### src/rtl/programmable_timer_if.sv
//------------------------------------------------------------------------------
// Module : programmable_timer_if
// Brief  : Control/status bundle between a controller and programmable_timer.
// Rev    : 1.0  initial release
//------------------------------------------------------------------------------
`default_nettype none

interface programmable_timer_if #(
    parameter int WIDTH = 8,
    parameter int PRE_W = 8
);
    logic             enable;
    logic             start;
    logic             stop;
    logic             mode;
    logic             load;
    logic [WIDTH-1:0] period_in;
    logic [PRE_W-1:0] prescale_in;
    logic             tick;
    logic [WIDTH-1:0] count;
    logic             busy;
    logic             done;

    modport master (
        output enable, start, stop, mode, load, period_in, prescale_in,
        input  tick, count, busy, done
    );

    modport slave (
        input  enable, start, stop, mode, load, period_in, prescale_in,
        output tick, count, busy, done
    );
endinterface

`default_nettype wire

### src/rtl/programmable_timer.sv
//------------------------------------------------------------------------------
// Module : programmable_timer
// Brief  : Run-time programmable periodic/one-shot timer with prescaler.
// Rev    : 1.0  initial release
//------------------------------------------------------------------------------
`default_nettype none

module programmable_timer #(
    parameter int WIDTH      = 8,
    parameter int PRE_W      = 8,
    parameter int PERIOD_RST = 255
) (
    input  wire                   clk,
    input  wire                   rst_n,
    programmable_timer_if.slave   bus
);

    typedef enum logic [1:0] {
        ST_IDLE = 2'd0,
        ST_RUN  = 2'd1,
        ST_DONE = 2'd2
    } state_t;

    localparam logic [WIDTH-1:0] c_period_rst = WIDTH'(PERIOD_RST);

    state_t           r_state;
    logic             r_mode;
    logic [WIDTH-1:0] r_period;
    logic [PRE_W-1:0] r_prescale;
    logic [PRE_W-1:0] r_pre_cnt;
    logic [WIDTH-1:0] r_count;
    logic             r_tick;
    logic             r_busy;
    logic             r_done;

    logic w_pre_wrap;
    logic w_terminal;

    assign w_pre_wrap = (r_pre_cnt == r_prescale);
    // >= so a period lowered below the current count ends on the next step
    assign w_terminal = (r_count >= r_period);

    always_ff @(posedge clk or negedge rst_n) begin
        if (!rst_n) begin
            r_state    <= ST_IDLE;
            r_mode     <= 1'b0;
            r_period   <= c_period_rst;
            r_prescale <= '0;
            r_pre_cnt  <= '0;
            r_count    <= '0;
            r_tick     <= 1'b0;
            r_busy     <= 1'b0;
            r_done     <= 1'b0;
        end else begin
            r_tick <= 1'b0;
            if (bus.load) begin
                r_period   <= bus.period_in;
                r_prescale <= bus.prescale_in;
            end
            if (bus.stop) begin
                r_state   <= ST_IDLE;
                r_pre_cnt <= '0;
                r_count   <= '0;
                r_busy    <= 1'b0;
                r_done    <= 1'b0;
            end else if (bus.start) begin
                r_state   <= ST_RUN;
                r_mode    <= bus.mode;
                r_pre_cnt <= '0;
                r_count   <= '0;
                r_busy    <= 1'b1;
                r_done    <= 1'b0;
            end else if (r_state == ST_RUN && bus.enable) begin
                if (w_pre_wrap) begin
                    r_pre_cnt <= '0;
                    if (w_terminal) begin
                        r_count <= '0;
                        r_tick  <= 1'b1;
                        if (r_mode) begin
                            r_state <= ST_DONE;
                            r_busy  <= 1'b0;
                            r_done  <= 1'b1;
                        end
                    end else begin
                        r_count <= r_count + 1'b1;
                    end
                end else begin
                    r_pre_cnt <= r_pre_cnt + 1'b1;
                end
            end
        end
    end

    assign bus.tick  = r_tick;
    assign bus.count = r_count;
    assign bus.busy  = r_busy;
    assign bus.done  = r_done;

endmodule

`default_nettype wire

### src/flat_wrapper.sv
// flat-port wrapper written by rule: the top's interface ports become plain ports
module programmable_timer_flat 
#(
    parameter int WIDTH      = 8,
    parameter int PRE_W      = 8,
    parameter int PERIOD_RST = 255
)
  (clk, rst_n, bus_enable, bus_start, bus_stop, bus_mode, bus_load, bus_period_in, bus_prescale_in, bus_tick, bus_count, bus_busy, bus_done);
  programmable_timer_if #(.WIDTH(WIDTH), .PRE_W(PRE_W)) bus_i ();
  input  wire clk;
  input  wire rst_n;
  input wire logic [$bits(bus_i.enable)-1:0] bus_enable;
  input wire logic [$bits(bus_i.start)-1:0] bus_start;
  input wire logic [$bits(bus_i.stop)-1:0] bus_stop;
  input wire logic [$bits(bus_i.mode)-1:0] bus_mode;
  input wire logic [$bits(bus_i.load)-1:0] bus_load;
  input wire logic [$bits(bus_i.period_in)-1:0] bus_period_in;
  input wire logic [$bits(bus_i.prescale_in)-1:0] bus_prescale_in;
  output wire logic [$bits(bus_i.tick)-1:0] bus_tick;
  output wire logic [$bits(bus_i.count)-1:0] bus_count;
  output wire logic [$bits(bus_i.busy)-1:0] bus_busy;
  output wire logic [$bits(bus_i.done)-1:0] bus_done;
  assign bus_i.enable = bus_enable;
  assign bus_i.start = bus_start;
  assign bus_i.stop = bus_stop;
  assign bus_i.mode = bus_mode;
  assign bus_i.load = bus_load;
  assign bus_i.period_in = bus_period_in;
  assign bus_i.prescale_in = bus_prescale_in;
  assign bus_tick = bus_i.tick;
  assign bus_count = bus_i.count;
  assign bus_busy = bus_i.busy;
  assign bus_done = bus_i.done;
  programmable_timer #(.WIDTH(WIDTH), .PRE_W(PRE_W), .PERIOD_RST(PERIOD_RST)) u_core (.clk(clk), .rst_n(rst_n), .bus(bus_i));
endmodule
### config.mk
export PLATFORM = sky130hd
export DESIGN_NAME = programmable_timer_flat
export DESIGN_NICKNAME = d
export VERILOG_FILES = /design/src/rtl/programmable_timer_if.sv /design/src/rtl/programmable_timer.sv /design/src/flat_wrapper.sv
export SDC_FILE = /design/constraint.sdc
export NUM_CORES = 1
export LEC_CHECK = 0
export BUFFER_PORTS_ARGS = -buffer_cell sky130_fd_sc_hd__buf_2
export CORE_MARGIN = 3
export CORE_UTILIZATION = 45
export DETAILED_ROUTE_END_ITERATION = 8
export GPL_ROUTABILITY_DRIVEN = 0
export MAX_ROUTING_LAYER = met4
export PLACE_DENSITY = 0.69
export SKIP_CTS_REPAIR_TIMING = 1
export SLEW_MARGIN = 25
export SYNTH_ARGS = -nofsm -noshare
export SYNTH_HDL_FRONTEND = slang
export SYNTH_SLANG_ARGS = --single-unit
### constraint.sdc
create_clock -name clk -period 2.4 [get_ports clk]
set_clock_uncertainty 0.2 [all_clocks]
set_input_delay 0 -clock clk [delete_from_list [all_inputs] [get_ports clk]]
set_output_delay 0 -clock clk [all_outputs]
set_load 0.05 [all_outputs]
Word level (Yosys, flattened, before mapping)
Index checks and enable logic that the tools add are counted.
{"block": "totals", "regBits": 38, "latch_bits": 0, "ram_bits": 0, "mem_bits_ro": 0, "in_bits": 23, "out_inout_bits": 11, "word_cells": 55, "mem_count": 0}
{"block": "classes", "add_sub_neg": 2, "mul": 0, "div": 0, "order_cmp": 1, "eq_ne": 2, "shifts": 0, "muxes": 32, "bitwise": 1, "n_reduce_logical": 8}
{"op": "2-to-1 mux 8 bit", "count": 9}
{"op": "2-to-1 mux 1 bit", "count": 17}
{"op": "adder 8 x 1 -> 8 bit, second input constant", "count": 2}
{"op": "2-to-1 mux 2 bit", "count": 6}
{"op": "nonzero test 3 bit", "count": 4}
{"op": "== test 8 bit", "count": 1}
{"op": ">= comparator 8 bit", "count": 1}
{"op": "AND reduction 2 bit", "count": 2}
{"op": "AND reduction 4 bit", "count": 1}
{"op": "== test 2 x 1 -> 1 bit, second input constant", "count": 1}
{"op": "logical AND 1 bit", "count": 1}
{"op": "NOT 1 bit", "count": 1}

Depth between registers and ports, before layout
Gate-level depths: netlist of the first run.
{"block": "depth", "depth_word": 6, "ltp_mapped": 8, "mapped_depth_nobuf": 7}

Least setup slack after synthesis of the first run
Ideal clock, no wire load.
{"block": "synth_path", "path_kind": "flip-flop to flip-flop", "start": "reg u_core.r_count[2], in the netlist u_core.bus.count[2]", "end": "reg u_core.r_count[3], in the netlist u_core.bus.count[3]", "setup_ns": 0.082, "arrival_ns": 2.312, "t_required_ns": 2.118, "path_slack_ns": -0.194, "path_stages_with_launch": 7, "n_path_buf": 0, "synth_period_minus_slack_ns": 2.594, "cell_sequence": "dfrtp_1 ha_1 or4_1 a21oi_1 o31ai_1 or4_1 a31oi_1"}
{"block": "synth_between", "elab_chain_len": 6, "elab_cells_between_ends": 7, "classes_between": "add/sub: 1; order compare: 1; mux: 5"}
{"item": "start, declared", "line_no": "programmable_timer.sv:31", "source": "logic [WIDTH-1:0] r_count;"}
{"item": "start signal, assigned", "line_no": "programmable_timer.sv:85", "source": "r_count <= r_count + 1'b1;"}
{"item": "adder 8 x 1 -> 8 bit or >= comparator 8 bit (tied branches)", "line_no": "programmable_timer.sv:85, programmable_timer.sv:41"}
{"item": "2-to-1 mux 8 bit (*)", "line_no": "programmable_timer.sv:76", "source": "if (w_terminal) begin"}
{"item": "2-to-1 mux 8 bit (*)", "line_no": "programmable_timer.sv:74", "source": "if (w_pre_wrap) begin"}
{"item": "2-to-1 mux 8 bit (*)", "line_no": "programmable_timer.sv:73", "source": "end else if (r_state == ST_RUN && bus.enable) begin"}
{"item": "2-to-1 mux 8 bit (*)", "line_no": "programmable_timer.sv:66", "source": "end else if (bus.start) begin"}
{"item": "2-to-1 mux 8 bit (*)", "line_no": "programmable_timer.sv:60", "source": "if (bus.stop) begin"}
Every way passes the cells marked *; elsewhere a longest branch is shown, timed or not. The select of a mux whose other input is x is not followed.
A chain may end at the register's enable or synchronous reset.

Worst setup path after layout of the first run
{"block": "layout_path", "start": "reg u_core.r_period[2]", "end": "reg u_core.r_count[3], in the netlist u_core.bus.count[3]"}
{"block": "layout_between", "elab_chain_len": 6}
{"item": "start, declared", "line_no": "programmable_timer.sv:28", "source": "logic [WIDTH-1:0] r_period;"}
{"item": "start signal, assigned", "line_no": "programmable_timer.sv:47", "source": "r_period <= c_period_rst;"}
{"item": "start signal, assigned", "line_no": "programmable_timer.sv:57", "source": "r_period <= bus.period_in;"}
{"item": ">= comparator 8 bit", "line_no": "programmable_timer.sv:41", "source": "assign w_terminal = (r_count >= r_period);"}
{"item": "2-to-1 mux 8 bit", "line_no": "programmable_timer.sv:76"}
{"item": "2-to-1 mux 8 bit", "line_no": "programmable_timer.sv:74"}
{"item": "2-to-1 mux 8 bit", "line_no": "programmable_timer.sv:73"}
{"item": "2-to-1 mux 8 bit", "line_no": "programmable_timer.sv:66"}
{"item": "2-to-1 mux 8 bit", "line_no": "programmable_timer.sv:60"}
No other way between the ends. The select of a mux whose other input is x is not followed.

==> summary.log, run 1 <==
INFO  yosys          synth.area.top_cells=sky130_fd_sc_hd__dfrtp_1 36%, sky130_fd_sc_hd__dfstp_2 11%, sky130_fd_sc_hd__ha_1 6.5%, sky130_fd_sc_hd__mux2_2 5.9%, sky130_fd_sc_hd__xor2_1 4.6%
INFO  global_routing grt.total_usage=18.0%
INFO  timing         relative_slew_slack=46.4%
INFO  clock_tree     worstSkewPairLatency=290ps
INFO  worst_setup_path worstPathCellList=inv_2 -> ha_4 -> or4_4 -> a21oi_4 -> o31ai_4 -> or4_1 -> a31oi_1
INFO  floorplanning  coreArea=4060um^2
INFO  yosys          synthesis.yosys.warnings=0
INFO  route          detail-route-antenna-nets=0
INFO  yosys          mappedNetlistArea=1920um^2
INFO  floorplanning  fp.dieArea=5090um^2
INFO  floorplanning  boundaryPins=34
INFO  yosys          yosys_reg_bits=36
INFO  finish         diodes=0
INFO  yosys          synth_simple_gate_area_share=19.1%
INFO  finish         finish.cell_count_without_fillers=304
INFO  worst_hold_path worstHoldPathType=in -> reg
INFO  status         status=finished with violations
INFO  timing         grt_setup_unrepaired=true
INFO  yosys          yosys.area_share.xor_xnor=5.02%
INFO  placed_design  numPortBuffers=33
INFO  flow_run       cap_violations=0
INFO  timing         tightestPinTransition=805ps
INFO  placed_design  pre_cts_ws=-32.5ps
INFO  yosys          synth_nets=220
INFO  floorplanning  die_width=71.3um
INFO  global_routing global_route.peak_usage_layer=met2
INFO  worst_setup_path reg2reg_slack=-80ps
INFO  worst_setup_path worst-endpoint-arrival=2480ps
INFO  power_and_ir_drop power.net_switching=0.317mW
INFO  yosys          synth.largest_area_cell=sky130_fd_sc_hd__dfrtp_1
INFO  worst_hold_path hold_path_depth=3
INFO  clock_tree     clk_pin_slew=70ps
INFO  finish         final_net_count=286
INFO  global_routing grt_antenna_before_repair=0
INFO  timing         final-hold-violation-count=7
INFO  global_routing grt.met3_usage=4.77%
INFO  power_and_ir_drop power_switching_share=24.2%
INFO  floorplanning  initial_util=47.3%
INFO  global_routing grt_first_pass_wirelength=7070um
INFO  finish         area_growth=35.4%
INFO  yosys          yosys.cell_types.count=42
INFO  worst_setup_path cp-start-kind=flip-flop
INFO  worst_setup_path critical_path.slowest_cell=sky130_fd_sc_hd__or4_4
INFO  worst_setup_path worst_path_largest_cell_delay=540ps
INFO  power_and_ir_drop power.ir.vdd_worst=395uV
INFO  global_routing via_count_of_the_first_global_routing_pass=1553
INFO  clock_tree     cts_max_level=2
INFO  worst_setup_path startpoint_of_the_most_critical_register_to_register_path=u_core.r_period[2]
INFO  route          vias=1619
INFO  worst_setup_path worstSetupPathType=reg -> reg
INFO  route          drt_drc_violations_left=0
INFO  timing         setup_slack=-79.1ps
INFO  worst_hold_path hold_end=u_core.r_period[5]
INFO  timing         tns=-79.1ps
INFO  clock_tree     cts-root-to-sink-buffers=2
INFO  route          first_iter_violations=93
INFO  global_routing grt.overflow.total=0
INFO  global_routing met1_usage=21.2%
INFO  route          route.detailed.vias_per_inst=5.33
INFO  power_and_ir_drop p_total=1.31mW
INFO  status         failed_checks=hold timing, setup timing
INFO  worst_setup_path cp-startpoint=u_core.r_period[2]
INFO  yosys          muxShareOfSynthArea=5.86%
INFO  yosys          synth_top_family_by_area=simple AND/OR/NAND/NOR gates
INFO  yosys          synthesis.area_per_instance=10.3um^2
INFO  worst_setup_path timing.reg2reg.worst_path_depth=7
INFO  worst_setup_path worst_ep_required_time=2410ps
INFO  floorplanning  die_h=71.3um
INFO  floorplanning  placementRows=23
INFO  placed_design  place.detailed.instances=273
INFO  power_and_ir_drop power_density=505nW/um^2
INFO  timing         fraction_of_the_cycle_the_final_worst_path_needs=103%
INFO  clock_tree     cts_tree=built
INFO  power_and_ir_drop pwr-share-clk=36.1%
INFO  clock_tree     cts_root_buf=sky130_fd_sc_hd__clkbuf_8
INFO  timing         fin_hold_ws=-67.7ps
INFO  power_and_ir_drop seq_pwr_share=50.5%
INFO  worst_setup_path r2r_end=u_core.bus.count[3]
INFO  worst_hold_path hold_path.startpoint=bus_load
INFO  power_and_ir_drop cell_internal_pwr=0.996mW
INFO  power_and_ir_drop total_leakage_power=1.17nW
INFO  route          drtPass1Iterations=4
INFO  placed_design  dp_hpwl=2950um
INFO  yosys          synth_cells=187
INFO  yosys          yosys.area.top_type_share=36.5%
INFO  power_and_ir_drop power_frac_comb=13.4%
INFO  timing         report.final.slew_viol_count=0
INFO  worst_setup_path critPathTopFamily=simple AND/OR/NAND/NOR gates
INFO  route          routed_wl=4400um
INFO  worst_setup_path crit_path_max_fanout=4
INFO  global_routing grt_start_max_net_pins=37
INFO  timing         setup_viol_count_final=1
INFO  yosys          synth_compound_area_share=12.2%
INFO  finish         drive_gt1_share=35.8%
INFO  clock_tree     cts-buffers-inserted=5
INFO  clock_tree     tritoncts_num_sinks=36
INFO  yosys          synthAdderAreaFrac=6.51%
INFO  timing         achievable-frequency=403MHz
INFO  worst_setup_path crit_buf_inv=1
INFO  route          wl_per_cell=14.5um
INFO  worst_setup_path critical_path.endpoint_type=flip-flop
INFO  timing         layout_min_cycle_time=2480ps
INFO  global_routing groute.layer.met2.usage=30.1%
INFO  yosys          synth_seq_area_share=47.4%
## flip-flops by register name, indices dropped and copies added (netlist names)
signal             flops
u_core.bus.done        1
u_core.r_pre_cnt       8
u_core.bus.count       8
u_core.r_prescale      8
u_core.r_period        8
u_core.r_mode          1
u_core.r_state         1
u_core.bus.tick        1
## power by group through the flow
stage               combinational [mW]  clock [mW]  sequential, mW
floorplan                       0.0816           0           0.673
global placement                 0.132           0           0.673
detailed placement               0.136           0           0.674
CTS                              0.137       0.487           0.663
global route                     0.196       0.509           0.667
finish                           0.176       0.474           0.664
## Yosys cell counts
master and instances:
sky130_fd_sc_hd__dfrtp_1 28, sky130_fd_sc_hd__nand2_1 20, sky130_fd_sc_hd__nand3_1 11, sky130_fd_sc_hd__ha_1 10, sky130_fd_sc_hd__mux2_2 10, sky130_fd_sc_hd__o21ai_0 10, sky130_fd_sc_hd__xor2_1 10, sky130_fd_sc_hd__a21oi_1 9
sky130_fd_sc_hd__inv_1 9, sky130_fd_sc_hd__dfstp_2 8, sky130_fd_sc_hd__clkbuf_1 5, sky130_fd_sc_hd__nor3_1 5, sky130_fd_sc_hd__a31oi_1 4, sky130_fd_sc_hd__and3_1 4, sky130_fd_sc_hd__nor2_1 4, sky130_fd_sc_hd__or4_1 4
sky130_fd_sc_hd__or2_2 3, sky130_fd_sc_hd__or3_1 3, sky130_fd_sc_hd__a32oi_1 2, sky130_fd_sc_hd__buf_2 2, sky130_fd_sc_hd__nand4b_1 2, sky130_fd_sc_hd__nor4_2 2, sky130_fd_sc_hd__o31ai_1 2, sky130_fd_sc_hd__o41ai_1 2
sky130_fd_sc_hd__a211oi_1 1, sky130_fd_sc_hd__a21o_1 1, sky130_fd_sc_hd__and3_2 1, sky130_fd_sc_hd__and3b_1 1, sky130_fd_sc_hd__buf_6 1, sky130_fd_sc_hd__nand2b_1 1, sky130_fd_sc_hd__nand3_2 1, sky130_fd_sc_hd__nand3b_1 1
sky130_fd_sc_hd__nand4_1 1, sky130_fd_sc_hd__nor2b_1 1, sky130_fd_sc_hd__nor4b_1 1, sky130_fd_sc_hd__o2111a_1 1, sky130_fd_sc_hd__o2111ai_1 1, sky130_fd_sc_hd__o211ai_1 1, sky130_fd_sc_hd__o21a_1 1, sky130_fd_sc_hd__o22ai_1 1
sky130_fd_sc_hd__o31a_1 1, sky130_fd_sc_hd__xnor2_1 1
## metrics by stage
| step | cell area [um^2] | utilization [%] |
|---|---|---|
| floorplan | 1950 | - |
| global placement | 2220 | 54.8 |
| detailed placement | 2220 | 54.8 |
| CTS | 2320 | 57.2 |
| global route | 2600 | 64.1 |
| finish | 2600 | 64.1 |
## how the worst max path moves through the flow
stage	slack, ps	endpoint	depth (start not counted)
floorplan	10	u_core.bus.count[4]	7
global placement	1	u_core.bus.count[5]	7
detailed placement	-30	u_core.bus.count[3]	7
CTS	-50	u_core.bus.count[3]	7
global route	-140	u_core.bus.count[3]	7
finish	-80	u_core.bus.count[3]	7
## layout by cell type, fill, tap and decap left out, drive strengths merged, types with 5 or more instances in the layout
cell,instances
clkbuf,8
dlygate4sd3,23
inv,9
dfstp,8
dfrtp,28
and3,5
nand2,20
ha,10
nor3,5
a21oi,9
mux2,10
buf,44
nand3,12
o21ai,10
xor2,10
## cell families (layout without fill, tap and decap cells)
| logic type | count (synthesis) | count (layout) |
|---|---|---|
| buffers and inverters | 17 | 84 |
| DFF | 36 | 36 |
| muxes | 10 | 10 |
| and+or+nand+nor | 66 | 66 |
| xor gates and xnor gates | 11 | 11 |
| adders and majority gates | 10 | 10 |
| AOI/OAI and AO/OA | 37 | 37 |
## worst min-delay path: cells and delay by family
| kind | cells | cell delay [ps] |
|---|---|---|
| buffers and inverters | 1 | 240 |
| AND/OR/NAND/NOR | 1 | 90 |
| AO/OA/AOI/OAI | 1 | 70 |
## final cells by class
cell class	count	area, um^2
clock buffers	8	100
fillers	317	1460
inverters	9	33.8
multi-input cells	134	1010
flip-flops and latches	36	916
well taps	50	62.6
repair buffers	67	478
## metal layers
layer	wire, um	vias to the layer above
met5	0	-
met3	153	7
met2	2240	30
met4	65	0
met1	1940	770
li1	-	812
No activity file was read; power rests on OpenSTA's default activity.
==> inputs of run 2 (changes only) <==
==> constraint.sdc (replaced) <==
create_clock -name clk -period 2.09 [get_ports clk]
set_clock_uncertainty 0.2 [all_clocks]
set_input_delay 0 -clock clk [delete_from_list [all_inputs] [get_ports clk]]
set_output_delay 0 -clock clk [all_outputs]
set_load 0.05 [all_outputs]
==> run 2 against run 1 <==
Effect of this change: the flow still finishes with violations (hold timing, setup timing); sequential share of layout area fell by 2.8 points; non-clock buffer count rose by 24; wire length rose by 7.4%; cell area rose by 9.0%; highest routed layer unchanged.
==> summary.log, run 2 (synthesized netlist as in run 1, its figures left out) <==
INFO  status         status=finished with violations
INFO  status         failed_checks=hold timing, setup timing
INFO  finish         final_net_count=310 [+8.4%]
INFO  power_and_ir_drop power_frac_comb=14.9% [+1.5 points]
INFO  clock_tree     worstSkewPairLatency=290ps [about the same]
INFO  route          wl_per_cell=14.5um [-0.11%]
INFO  finish         area_growth=47.7%
INFO  worst_setup_path worst_ep_required_time=2100ps [-310 ps]
INFO  timing         relative_slew_slack=49.0% [+2.6 points]
INFO  floorplanning  coreArea=4060um^2 [unchanged]
INFO  placed_design  numPortBuffers=33 [unchanged]
INFO  floorplanning  fp.dieArea=5090um^2 [unchanged]
INFO  global_routing grt.overflow.total=0 [unchanged]
INFO  worst_hold_path worstHoldPathType=in -> reg
INFO  finish         drive_gt1_share=43.0% [+7.1 points]
INFO  floorplanning  boundaryPins=34 [unchanged]
INFO  timing         achievable-frequency=413MHz [+2.5%]
INFO  floorplanning  die_width=71.3um [unchanged]
INFO  power_and_ir_drop power_density=534nW/um^2 [+5.8%]
INFO  worst_setup_path worstPathCellList=inv_2 -> ha_2 -> or4_4 -> a21oi_4 -> o31ai_4 -> or4_1 -> a31oi_1
INFO  timing         layout_min_cycle_time=2420ps [-60.2 ps]
INFO  global_routing grt.total_usage=18.1% [+0.15 points]
INFO  placed_design  dp_hpwl=3140um [+6.5%]
INFO  finish         diodes=0 [unchanged]
INFO  finish         layout.cells.most_common=sky130_fd_sc_hd__buf_2
INFO  timing         final-hold-violation-count=5 [-2]
INFO  clock_tree     cts_max_level=2 [unchanged]
INFO  global_routing grt_antenna_before_repair=0 [unchanged]
INFO  clock_tree     cts_root_buf=sky130_fd_sc_hd__clkbuf_8
INFO  timing         tns=-2670ps [-2590 ps]
INFO  worst_setup_path cp-start-kind=flip-flop
INFO  flow_run       cap_violations=0 [unchanged]
INFO  route          first_iter_violations=106 [+14%]
INFO  power_and_ir_drop total_leakage_power=1.30nW [+11%]
INFO  clock_tree     cts-root-to-sink-buffers=2 [unchanged]
INFO  clock_tree     tritoncts_num_sinks=36 [unchanged]
INFO  placed_design  place_area=2400um^2 [+8.2%]
INFO  worst_setup_path worst_path_largest_cell_delay=540ps [about the same]
INFO  floorplanning  die_h=71.3um [unchanged]
INFO  clock_tree     cts-buffers-inserted=5 [unchanged]
INFO  floorplanning  placementRows=23 [unchanged]
INFO  worst_setup_path critical_path.endpoint_type=flip-flop
INFO  finish         finalInstanceArea=2840um^2 [+9.0%]
INFO  finish         finalCoreUtilization=69.9% [+5.8 points]
INFO  worst_setup_path worst-endpoint-arrival=2420ps [-60 ps]
INFO  worst_setup_path critical_path.slowest_cell=sky130_fd_sc_hd__or4_4
INFO  route          drt_drc_violations_left=0 [unchanged]
INFO  timing         setup_slack=-329ps [-250 ps]
INFO  route          routed_wl=4730um [+7.4%]
INFO  power_and_ir_drop pwr-share-clk=34.8% [-1.3 points]
INFO  floorplanning  initial_util=47.3% [unchanged]
INFO  global_routing grt_first_pass_wirelength=7130um [+0.88%]
INFO  finish         layout.cells.most_common_list=33 x sky130_fd_sc_hd__buf_2, 29 x sky130_fd_sc_hd__buf_4, 26 x sky130_fd_sc_hd__dlygate4sd3_1
INFO  worst_setup_path worstSetupPathType=reg -> reg
INFO  route          vias=1749 [+8.0%]
INFO  power_and_ir_drop power.ir.vdd_worst=400uV [+1.4%]
INFO  timing         report.final.slew_viol_count=0 [unchanged]
INFO  timing         fraction_of_the_cycle_the_final_worst_path_needs=116% [+12 points]
INFO  route          route.detailed.vias_per_inst=5.35 [+0.43%]
INFO  global_routing via_count_of_the_first_global_routing_pass=1552 [-0.064%]
INFO  power_and_ir_drop power_switching_share=23.8% [-0.39 points]
INFO  timing         setup_viol_count_final=11 [+10]
INFO  timing         fin_hold_ws=-19.8ps [+47.8 ps]
INFO  clock_tree     clk_pin_slew=70ps [about the same]
INFO  power_and_ir_drop power.net_switching=0.360mW [+14%]
INFO  timing         tightestPinTransition=765ps [-39.7 ps]
INFO  timing         grt_setup_unrepaired=true
INFO  route          detail-route-antenna-nets=0 [unchanged]
INFO  route          drtPass1Iterations=5 [+1]
INFO  power_and_ir_drop cell_internal_pwr=1.15mW [+16%]
INFO  global_routing grt_start_max_net_pins=37 [unchanged]
INFO  worst_setup_path crit_path_max_fanout=4 [unchanged]
INFO  clock_tree     cts_tree=built
INFO  power_and_ir_drop seq_pwr_share=50.3% [-0.2 points]
run 2: routing by layer:
| metal | share of wire (%) | wire length, um | global-route usage (%) | up-vias |
|---|---|---|---|---|
| li1 | - | - | - | 856 |
| met2 | 48 | 2280 | 25.2 | 53 |
| met3 | 4.8 | 228 | 4.35 | 9 |
| met1 | 46 | 2160 | 25.4 | 831 |
| met5 | 0 | 0 | - | - |
| met4 | 1.5 | 70 | 7.10 | 0 |
run 2: path summary, 6_finish.rpt:
check                                        start             endpoint  slack [ps]  depth (start not counted)
worst max-delay path            u_core.r_period[1]  u_core.bus.count[5]        -330                          7
worst min-delay path                    bus_enable  u_core.r_pre_cnt[1]         -20                          4
worst max register to register  u_core.r_period[1]  u_core.bus.count[5]        -330                          7
worst min register to register  u_core.r_period[5]   u_core.r_period[5]         320                          2
max in group asynchronous                    rst_n  u_core.bus.count[4]        1030                          2
min in group asynchronous                    rst_n  u_core.bus.count[3]         120                          2
run 2: power groups by stage:
stage,logic [mW],clock network (mW),registers [mW]
2_1_floorplan,0.0958,0,0.773
3_5_place_dp,0.172,0,0.774
3_3_place_gp,0.168,0,0.772
5_1_grt,0.251,0.571,0.766
6_report,0.226,0.527,0.762
4_1_cts,0.174,0.546,0.761
run 2: area by class of cell:
type / instances / area (um^2)
multi-input combinational: 134 / 1050
timing repair buffer: 91 / 677
inverter: 9 / 33.8
fill: 298 / 1220
sequential: 36 / 918
tap: 50 / 62.6
clock buffer: 7 / 96.3
run 2: through the flow:
stage                     worst slack [ps]  power [mW]  cells
after global routing                  -387        1.59    327
after CTS                             -374        1.48    300
after global placement                -295       0.940    293
final                                 -329        1.51    327
after floorplan                       -283       0.869    187
after detailed placement              -365       0.946    293
run 2: critical path, delay by kind of cell, from the launching register on:
family,cells,cell delay [ps]
buffers and inverters,1,30
AND/OR/NAND/NOR,2,1010
AO/OA/AOI/OAI,3,410
adder cells (fa/ha/maj),1,160
flip-flops,1,520
==> inputs of run 3 (changes only) <==
--- a/config.mk
+++ b/config.mk
@@ -12,6 +12,7 @@
 export GPL_ROUTABILITY_DRIVEN = 0
 export MAX_ROUTING_LAYER = met4
 export PLACE_DENSITY = 0.69
+export RECOVER_POWER = 100
 export SKIP_CTS_REPAIR_TIMING = 1
 export SLEW_MARGIN = 25
 export SYNTH_ARGS = -nofsm -noshare
==> run 3 against run 2 <==
Effect of this change: total power down 0.19%; cell count unchanged; clock power about the same; sequential cell count unchanged; die area unchanged; register-to-register slack about the same; core utilization down 0.62 points; combinational power about the same; via count up 0.86%; worst setup slack about the same; sequential share of layout area up 0.29 points; the flow still finishes with violations (hold timing, setup timing); cell area down 0.88%.
==> summary.log, run 3 (synthesized netlist as in run 1, its figures left out) <==
INFO  floorplanning  die_width=71.3um [unchanged]
INFO  finish         layout.cells.most_common_list=28 x sky130_fd_sc_hd__buf_4, 26 x sky130_fd_sc_hd__dlygate4sd3_1, 22 x sky130_fd_sc_hd__dfrtp_1
INFO  timing         fin_hold_ws=-22.0ps [-2.22 ps]
INFO  route          drtPass1Iterations=5 [unchanged]
INFO  floorplanning  die_h=71.3um [unchanged]
INFO  flow_run       cap_violations=0 [unchanged]
INFO  finish         layout.filler_cells=302 [+1.3%]
INFO  power_and_ir_drop p_total=1.51mW [-0.19%]
INFO  placed_design  pre_cts_ws=-365ps [unchanged]
INFO  worst_hold_path worstHoldPathType=in -> reg
INFO  route          drt_drc_violations_left=0 [unchanged]
INFO  timing         achievable-frequency=413MHz [about the same]
INFO  route          route.detailed.vias_per_inst=5.39 [+0.86%]
INFO  timing         relative_slew_slack=43.4% [-5.6 points]
INFO  timing         final-hold-violation-count=5 [unchanged]
INFO  clock_tree     cts-buffers-inserted=5 [unchanged]
INFO  global_routing grt.overflow.total=0 [unchanged]
INFO  clock_tree     worstSkewPairLatency=290ps [about the same]
INFO  worst_setup_path worstSetupPathType=reg -> reg
INFO  worst_setup_path critical_path.slowest_cell=sky130_fd_sc_hd__or4_4
INFO  finish         finish.cell_count_without_fillers=327 [unchanged]
INFO  route          vias=1764 [+0.86%]
INFO  timing         fraction_of_the_cycle_the_final_worst_path_needs=116% [about the same]
INFO  placed_design  dp_hpwl=3140um [unchanged]
INFO  finish         finalCoreUtilization=69.3% [-0.62 points]
INFO  global_routing grt_start_max_net_pins=37 [unchanged]
INFO  placed_design  numPortBuffers=33 [unchanged]
INFO  placed_design  place.detailed.instances=293 [unchanged]
INFO  floorplanning  initial_util=47.3% [unchanged]
INFO  power_and_ir_drop power.ir.vdd_worst=401uV [about the same]
INFO  route          first_iter_violations=120 [+13%]
INFO  timing         report.final.slew_viol_count=0 [unchanged]
INFO  timing         grt_setup_unrepaired=true
INFO  timing         tightestPinTransition=848ps [+83.5 ps]
INFO  route          wl_per_cell=14.5um [about the same]
INFO  floorplanning  placementRows=23 [unchanged]
INFO  timing         layout_min_cycle_time=2420ps [-0.283 ps]
INFO  floorplanning  boundaryPins=34 [unchanged]
INFO  timing         setup_viol_count_final=12 [+1]
INFO  power_and_ir_drop power_density=538nW/um^2 [+0.69%]
INFO  clock_tree     tritoncts_num_sinks=36 [unchanged]
INFO  finish         diodes=0 [unchanged]
INFO  worst_setup_path cp-start-kind=flip-flop
INFO  worst_setup_path critical_path.endpoint_type=flip-flop
INFO  clock_tree     cts-root-to-sink-buffers=2 [unchanged]
INFO  finish         finalInstanceArea=2810um^2 [-0.88%]
INFO  worst_setup_path worst-endpoint-arrival=2420ps [about the same]
INFO  global_routing grt.total_usage=18.1% [unchanged]
INFO  route          detail-route-antenna-nets=0 [unchanged]
INFO  worst_setup_path worst_path_largest_cell_delay=540ps [about the same]
INFO  global_routing grt_antenna_before_repair=0 [unchanged]
INFO  finish         drive_gt1_share=37.9% [-5.1 points]
INFO  clock_tree     cts_root_buf=sky130_fd_sc_hd__clkbuf_8
INFO  finish         layout.cells.most_common=sky130_fd_sc_hd__buf_4
INFO  finish         area_growth=46.4%
INFO  floorplanning  coreArea=4060um^2 [unchanged]
INFO  clock_tree     clk_pin_slew=70ps [about the same]
INFO  global_routing grt_first_pass_wirelength=7130um [unchanged]
INFO  status         status=finished with violations
INFO  worst_setup_path worstPathCellList=inv_2 -> ha_2 -> or4_4 -> a21oi_4 -> o31ai_4 -> or4_1 -> a31oi_1
INFO  route          routed_wl=4730um [about the same]
INFO  floorplanning  fp.dieArea=5090um^2 [unchanged]
INFO  clock_tree     cts_tree=built
INFO  timing         tns=-2740ps [-71.2 ps]
INFO  clock_tree     cts_max_level=2 [unchanged]
INFO  worst_setup_path crit_path_max_fanout=4 [unchanged]
INFO  placed_design  place_area=2400um^2 [unchanged]
INFO  status         failed_checks=hold timing, setup timing
INFO  finish         final_net_count=310 [unchanged]
INFO  power_and_ir_drop total_leakage_power=1.25nW [-4.2%]
INFO  global_routing via_count_of_the_first_global_routing_pass=1552 [unchanged]
INFO  worst_setup_path worst_ep_required_time=2100ps [about the same]
INFO  timing         setup_slack=-329ps [+0.283 ps]
==> run 3: changes by cell type in the layout (fill, tap and decap cells not counted), sizes merged <==
cell	previous run	this run
buf	65	51
clkbuf	7	21
==> run 3: report_power, final <==
part,internal [mW],total [mW],switching (mW),leakage [nW]
Clock,0.293,0.526,0.233,0.0503
Combinational,0.117,0.223,0.106,0.751
Sequential,0.742,0.762,0.0202,0.444
Total,1.15,1.51,0.359,1.25
==> run 3: layout make-up <==
type | count | area [um^2] | area share [%]
clock buffers | 7 | 96.3 | 3.43
inverters | 9 | 33.8 | 1.20
repair buffers | 91 | 658 | 23.4
well taps | 50 | 62.6 | 2.23
multi-input cells | 134 | 1040 | 37.1
flip-flops and latches | 36 | 918 | 32.7
==> run 3: per-layer routing <==
metal,global-route usage [%],vias to the layer above,wire [um]
met5,-,-,0
met4,7.10,0,70
met3,4.35,9,223
met2,25.2,54,2260
met1,25.4,846,2180
li1,-,855,-
==> run 3: worst max-delay path, delay by kind of cell (launching register included) <==
kind / cells / cell delay [ps]
AOI/OAI and AO/OA: 3 / 410
adders and majority gates: 1 / 160
buffers and inverters: 1 / 30
DFF: 1 / 520
and+or+nand+nor: 2 / 1020
==> run 3: worst paths after layout <==
| check | from | to | slack [ps] | depth (start not counted) |
|---|---|---|---|---|
| setup reg to reg | u_core.r_period[1] | u_core.bus.count[5] | -330 | 7 |
| setup / recovery | u_core.r_period[1] | u_core.bus.count[5] | -330 | 7 |
| hold reg to reg | u_core.r_period[6] | u_core.r_period[6] | 320 | 2 |
| hold / removal | bus_enable | u_core.r_pre_cnt[1] | -20 | 4 |
| min in group asynchronous | rst_n | u_core.bus.count[3] | 150 | 2 |
| max in group asynchronous | rst_n | u_core.bus.count[4] | 940 | 2 |
